### src/rtl/rv32i_types.sv
// Shared RV32I out-of-order types: ROB tag width, multiply opcodes and the
// structs passed between dispatch, the multiply station and the CDB.
package rv32i_types;

  localparam int ROB_TAG_W = 4;

  typedef logic [ROB_TAG_W-1:0] rob_tag_t;

  typedef enum logic [1:0] {
    reg_mul   = 2'd0,
    reg_mulh  = 2'd1,
    reg_mulsu = 2'd2,
    reg_mulhu = 2'd3
  } mul_op_t;

  typedef enum logic [1:0] {
    IDLE    = 2'd0,
    BUSY    = 2'd1,
    RELEASE = 2'd2
  } issue_state_t;

  typedef struct packed {
    mul_op_t     operation;
    rob_tag_t    q1_tag;
    logic        q1_valid;
    logic [31:0] q1_data;
    rob_tag_t    q2_tag;
    logic        q2_valid;
    logic [31:0] q2_data;
    rob_tag_t    rob_dest;
  } rs_mul_dispatch_t;

  typedef struct packed {
    mul_op_t     operation;
    logic [31:0] q1_data;
    logic [31:0] q2_data;
    rob_tag_t    rob_dest;
  } rs_mul_output_t;

  typedef struct packed {
    rob_tag_t    rob_entry;
    logic [31:0] rd_data;
  } cdb_t;

endpackage

### src/rtl/rs_priority_picker.sv
// Lowest-index-set-bit encoder; used for both free-slot and ready-slot selection.
module rs_priority_picker #(
  parameter int N     = 4,
  parameter int IDX_W = (N > 1) ? $clog2(N) : 1
) (
  input  logic [N-1:0]     req,
  output logic             found,
  output logic [IDX_W-1:0] idx
);

  // Scanning downward lets the lowest set bit be the last (winning) assignment.
  always_comb begin
    found = |req;
    idx   = '0;
    for (int i = N - 1; i >= 0; i--) begin
      if (req[i]) idx = IDX_W'(i);
    end
  end

endmodule

### src/rtl/rs_mul_station.sv
// Multiply reservation station: holds dispatched multiplies, snoops the CDB for
// missing operands and issues one ready entry at a time to the multiplier.
module rs_mul_station
  import rv32i_types::*;
#(
  parameter int DEPTH = 4
) (
  input  logic             clk,
  input  logic             rst,
  input  logic             dispatch_valid,
  input  rs_mul_dispatch_t dispatch,
  output logic             rs_full,
  input  logic             cdb_valid,
  input  cdb_t             cdb,
  input  logic             mul_ready,
  input  logic             mul_done,
  output logic             mul_start,
  output rs_mul_output_t   mul_data
);

  localparam int IDX_W = $clog2(DEPTH);

  logic [DEPTH-1:0] valid;
  rs_mul_dispatch_t ent [DEPTH];
  logic [DEPTH-1:0] ready_vec;
  rs_mul_dispatch_t disp_in;

  issue_state_t     state, state_next;
  logic [IDX_W-1:0] issue_idx;

  logic             free_found, rdy_found;
  logic [IDX_W-1:0] free_idx, rdy_idx;
  logic             dispatch_fire, issue_latch, release_fire;

  assign rs_full       = &valid;
  assign dispatch_fire = dispatch_valid & ~rs_full & free_found;
  assign issue_latch   = (state == IDLE) & mul_ready & rdy_found;
  assign release_fire  = (state == BUSY) & mul_done;

  // The in-flight entry stays valid through BUSY, so it is masked out explicitly.
  always_comb begin
    ready_vec = '0;
    for (int i = 0; i < DEPTH; i++) begin
      ready_vec[i] = valid[i] & ent[i].q1_valid & ent[i].q2_valid
                     & ~((state != IDLE) && (issue_idx == IDX_W'(i)));
    end
  end

  rs_priority_picker #(.N(DEPTH)) u_free_pick (
    .req   (~valid),
    .found (free_found),
    .idx   (free_idx)
  );

  rs_priority_picker #(.N(DEPTH)) u_ready_pick (
    .req   (ready_vec),
    .found (rdy_found),
    .idx   (rdy_idx)
  );

  // Same-cycle CDB bypass so a dispatch never misses a broadcast it raced with.
  always_comb begin
    disp_in = dispatch;
    if (cdb_valid && !dispatch.q1_valid && dispatch.q1_tag == cdb.rob_entry) begin
      disp_in.q1_valid = 1'b1;
      disp_in.q1_data  = cdb.rd_data;
    end
    if (cdb_valid && !dispatch.q2_valid && dispatch.q2_tag == cdb.rob_entry) begin
      disp_in.q2_valid = 1'b1;
      disp_in.q2_data  = cdb.rd_data;
    end
  end

  always_comb begin
    state_next = state;
    case (state)
      IDLE:    if (issue_latch) state_next = BUSY;
      BUSY:    if (mul_done)    state_next = RELEASE;
      RELEASE: state_next = IDLE;
      default: state_next = IDLE;
    endcase
  end

  // Dispatch and release always target different slots, so both may land together.
  always_ff @(posedge clk or posedge rst) begin
    if (rst) begin
      state     <= IDLE;
      issue_idx <= '0;
      valid     <= '0;
    end else begin
      state <= state_next;
      if (issue_latch)   issue_idx <= rdy_idx;
      if (dispatch_fire) valid[free_idx] <= 1'b1;
      if (release_fire)  valid[issue_idx] <= 1'b0;
    end
  end

  always_ff @(posedge clk) begin
    for (int i = 0; i < DEPTH; i++) begin
      if (dispatch_fire && free_idx == IDX_W'(i)) begin
        ent[i] <= disp_in;
      end else if (valid[i] && cdb_valid) begin
        if (!ent[i].q1_valid && ent[i].q1_tag == cdb.rob_entry) begin
          ent[i].q1_valid <= 1'b1;
          ent[i].q1_data  <= cdb.rd_data;
        end
        if (!ent[i].q2_valid && ent[i].q2_tag == cdb.rob_entry) begin
          ent[i].q2_valid <= 1'b1;
          ent[i].q2_data  <= cdb.rd_data;
        end
      end
    end
  end

  always_comb begin
    mul_start = (state == BUSY);
    mul_data  = '0;
    if (state == BUSY) begin
      mul_data.operation = ent[issue_idx].operation;
      mul_data.q1_data   = ent[issue_idx].q1_data;
      mul_data.q2_data   = ent[issue_idx].q2_data;
      mul_data.rob_dest  = ent[issue_idx].rob_dest;
    end
  end

endmodule

### config.mk
export PLATFORM = sky130hd
export DESIGN_NAME = rs_mul_station
export DESIGN_NICKNAME = d
export VERILOG_FILES = /design/src/rtl/rv32i_types.sv /design/src/rtl/rs_priority_picker.sv /design/src/rtl/rs_mul_station.sv
export SDC_FILE = /design/constraint.sdc
export NUM_CORES = 1
export LEC_CHECK = 0
export BUFFER_PORTS_ARGS = -buffer_cell sky130_fd_sc_hd__buf_2
export CAP_MARGIN = 20
export CORE_MARGIN = 2
export CORE_UTILIZATION = 30
export DETAILED_ROUTE_END_ITERATION = 10
export MAX_ROUTING_LAYER = met4
export PLACE_DENSITY = 0.49
export SLEW_MARGIN = 20
export SYNTH_ARGS = -nofsm -noshare
export SYNTH_HDL_FRONTEND = slang
export SYNTH_SLANG_ARGS = --single-unit
export TNS_END_PERCENT = 100
### constraint.sdc
create_clock -name clk -period 10.6 [get_ports clk]
set_input_delay 1.06 -clock clk [delete_from_list [all_inputs] [get_ports clk]]
set_output_delay 1.06 -clock clk [all_outputs]
set_load 0.02 [all_outputs]
Yosys cells after proc, flatten, opt, wreduce, memory -nomap -nowiden
Memories as Yosys holds them, arrays and structs flattened.
Cells that the tools add are included.
Word-level totals
  bits in registers: 8
  memory bits (writable): 320
  input bits: 122
  memories: 1
Operators by class
  $lt $le $gt $ge: 4
  equal/unequal tests: 19
  muxes and demuxes: 76
  bitwise logic cells: 42
  reduce and logical (&&, ||, !) cells: 44
Memory list
  ent: depth 4, bits a word 80, read ports 5, clocked after memory_dff 0, wr ports 4, line rs_mul_station.sv:24  | rs_mul_dispatch_t ent [DEPTH];
Operators by type and width (count)
  2-to-1 mux 32 bit: 8
  2-to-1 mux 70 bit: 1
  2-to-1 mux 33 bit: 2
  2-to-1 mux 1 bit: 50
  == test 4 bit: 10
  logical AND 1 bit: 26
  2-to-1 mux 2 bit: 10
  bitwise AND 1 bit: 17
  OR 1 bit: 16
  zero test 1 bit: 10
  == test 2 bit, second input constant: 4
  2-to-1 mux 4 bit: 2
  NOT 4 bit: 2
  OR reduction 4 bit: 2
  == test 2 x 1 -> 1 bit, second input constant: 3
  zero test 2 bit: 3
  < comparator 2 x 3 -> 1 bit, second input constant: 2
  NOT 1 bit: 5
  bitwise AND 4 bit: 1
  demux 1 bit (select 2 bit): 2
  >= comparator 2 x 1 -> 1 bit, second input constant: 2
  != test 2 bit, second input constant: 2
  OR 4 bit: 1
  one-hot mux 2 bit (2 select lines): 1
  3 further kinds: 3

Logic depth before layout (Yosys ltp)
  depth after elaboration: 13
  mapped depth: 8
  gate-level depth less buffers: 5

Hierarchy
A second synthesis with hierarchy kept.
Second synthesis, totals
  cells, all modules: 953
  area total of the unflattened synthesis: 16412.0 um^2
Modules (own cells, without submodules)
  rs_mul_station: instances 1, cells each 939, area an instance 16341.9 um^2, seq. area each 9789.4 um^2
  rs_priority_picker: instances 2, cells each 7, area an instance 35.0 um^2, seq. area each 0.0 um^2

Worst setup path before layout
Ideal clock, no wire load.
  path type: input -> register
  start: in dispatch_valid
  end: mem ent[3][10] (netlist bit), enable pin
  library setup time: 0.469 ns
  arrival: 3.708 ns
  slack: 6.423 ns
  stages: 3
  path through: and3_1 nand2_1 o21ai_0
RTL lines
  start: declaration: line rs_mul_station.sv:10  | input logic dispatch_valid,
  end: declaration: line rs_mul_station.sv:24

==> results.json <==
{
  "dr.pass1.iters": 4,
  "grt_pass1_wl_mm": 67.2,
  "place_area_um2": 17500,
  "grt_max_degree": 55,
  "fmax_mhz": 227,
  "dr_total_vias": 9218,
  "dp_cells": 1763,
  "start_util": 0.303,
  "syn_to_final_growth_pct": 18.0,
  "slew_headroom": 0.311,
  "holdBufCountCts": 0,
  "setup_viol": 0,
  "drive_above_1_share": 0.480,
  "layout.nets": 1238,
  "htree_levels": 2,
  "drt_iter0_markers": 520,
  "antenna_found_initial": 11,
  "grt_setup_unrepaired": "no",
  "busiest_layer": "met2",
  "cp_cell_sequence": "buf_4 > mux4_2 > and2_1 > buf_2",
  "vias_per_cell": 5.00,
  "syn_inst": 925,
  "finalCritPeriodShare": 0.416,
  "power.leakage_nw": 6.52,
  "cp_data_arrival_time_ns": 3.35,
  "yosysWarnings": 0,
  "crit_required_ns": 9.54,
  "r2r_slack_ns": 7.45,
  "start_kind": "flop",
  "grt.overflow.total": 0,
  "crit_path_top_delay_cell": "dfrtp_4",
  "routedWlPerCell_um": 24.9,
  "syn-num-nets": 1047,
  "cts.clk_slew.worst_paths_ns": 0.06,
  "synth-edff-count": 318,
  "worstSetupEndpointType": "output port",
  "grtUsageMet3": 0.0383,
  "drc_errors": 0,
  "fin_ws_ns": 6.19,
  "core-area_um2": 52600,
  "cap_violations": 0,
  "use_met1": 0.218,
  "hold_path_class": "in -> async",
  "worst_slew_pin_slew_ns": 1.03,
  "dieArea_um2": 54900,
  "drtAntennaViolNets": 0,
  "synth_seq_area_share": 0.615,
  "avgSynthCellArea_um2": 17.2,
  "pwr_density_cell_nw_per_um2": 225,
  "final_area_um2": 18800,
  "track_usage": 0.175,
  "cts_buffers": 39,
  "hold_viol_final": 0,
  "critical_path_class": "reg -> out",
  "postLayoutCoreUtil": 0.357,
  "yosysUniqueCellTypes": 37,
  "syn_area_um2": 15900,
  "instances_no_fill": 1844,
  "drv_slew": 0,
  "rows": 84,
  "cts_tree": "done",
  "place.port_buffers": 193,
  "cts_sinks": 328,
  "cpPeakStageDelay_ns": 0.88,
  "insertion_delay_ns": 0.56,
  "met2_usage": 0.286,
  "async_flop_share": 0.0244,
  "mostFrequentLayoutCells": "edfxtp_1, buf_2, mux2_2",
  "tns_ns": 0,
  "crit_fanout": 43,
  "die_w_um": 234,
  "ys_ff_latch": 328,
  "grt_pass1_vias": 9838,
  "r2r-start": "valid[1]$_DFF_PP0_",
  "worst_clock_skew_ns": 0.0199,
  "outcome": "finished, final reports clean",
  "routabilityCongestion": 0.741,
  "die_y_um": 234,
  "hpwlAfterDp_mm": 28.6,
  "final_common_cell": "edfxtp_1",
  "clk_path_buf_depth": 3,
  "cts_resized": 0,
  "worstSetupStartpoint": "issue_idx[0]$_DFFE_PP0P_",
  "ir_drop_mv": 0.113,
  "post-cts-setup-buffers": 0,
  "ys.flop_type": "edfxtp_1",
  "routed_wl_mm": 45.9,
  "ios": 194,
  "pre_cts_ws_ns": 6.65,
  "cts_root_buffer": "clkbuf_16",
  "fin_crit_ns": 4.41,
  "n_fill_cell": 5084
}
## state kept, by name, indices dropped and copies added (netlist names)
signal	count
state	2
valid	4
ent	320
issue_idx	2
## routing by layer
layer | vias to the layer above | part of all wire
met5 | - | 0
met3 | 48 | 0.056
met2 | 242 | 0.50
met4 | 0 | 0.017
li1 | 4113 | -
met1 | 4815 | 0.43
## synthesized netlist by cell type (3+ instances only)
library cell,count,area share
edfxtp_1,318,0.60
mux2_2,192,0.14
and2_1,71,0.028
mux4_2,70,0.099
a22o_1,64,0.035
nand2_1,28,0.0066
buf_6,27,0.019
xnor2_1,26,0.014
buf_2,15,0.0047
clkbuf_1,14,0.0033
xor2_1,14,0.0077
dfrtp_1,8,0.013
inv_1,8,0.0019
nand4_1,8,0.0031
nor3_1,8,0.0025
a31oi_1,6,0.0024
nor2_1,6,0.0014
o21ai_0,5,0.0016
nand2b_1,4,0.0016
nand3_1,4,0.0013
a21oi_1,3,0.00094
buf_1,3,0.00071
## worst max-delay path, delay by kind of cell, from the launching register on
kind,cells,cell delay [ns]
DFF,1,0.88
buffers and inverters,2,1.02
muxes,1,0.64
and+or+nand+nor,1,0.19
## path summary, 6_finish.rpt
path                                       endpoint  depth (start not counted)
max                                    mul_data[33]                          4
max reg2reg                    ent[2][33]$_DFFE_PP_                          5
max in group asynchronous  issue_idx[0]$_DFFE_PP0P_                          2
min in group clk            ent[2][36]$_SDFFE_PP1P_                          2
min                              valid[0]$_DFF_PP0_                          2
min reg2reg                 ent[2][36]$_SDFFE_PP1P_                          2
## cell families (layout without fill, tap and decap cells)
kind of cell,Yosys count,in the layout,share of synthesized area
xor+xnor,40,40,0.0220
buf+inv,69,289,0.0307
other cells,0,11,0
mux,262,262,0.235
compound gates,88,88,0.0454
simple gates,138,138,0.0517
flops,328,328,0.615
## report_power, final
group          internal [mW]  switching, mW  leakage (nW)  total [mW]
clock network          0.798          0.530         0.610        1.33
logic                  0.498          0.688          2.91        1.19
registers               1.61         0.0956          3.00        1.71
total                   2.91           1.31          6.52        4.22
## metrics by stage
| step | power, mW | hold WS (ns) |
|---|---|---|
| after detailed placement | 2.96 | 0.539 |
| after global placement | 2.95 | 0.527 |
| after CTS | 4.29 | 0.429 |
| after floorplan | 2.52 | 0.506 |
| final | 4.22 | 0.451 |
| after global routing | 4.42 | 0.453 |
## area by class of cell
| cell class | instances | area [um2] | share of cell area |
|---|---|---|---|
| inverters | 8 | 30.0 | 0.00160 |
| repair buffers | 211 | 1100 | 0.0586 |
| well taps | 688 | 861 | 0.0459 |
| multi-input cells | 528 | 5710 | 0.304 |
| flip-flops and latches | 328 | 9800 | 0.522 |
| diodes | 11 | 27.5 | 0.00147 |
| clock buffers | 48 | 1050 | 0.0560 |
| clock inverters | 22 | 194 | 0.0103 |
(Power assumes the default switching activity.)
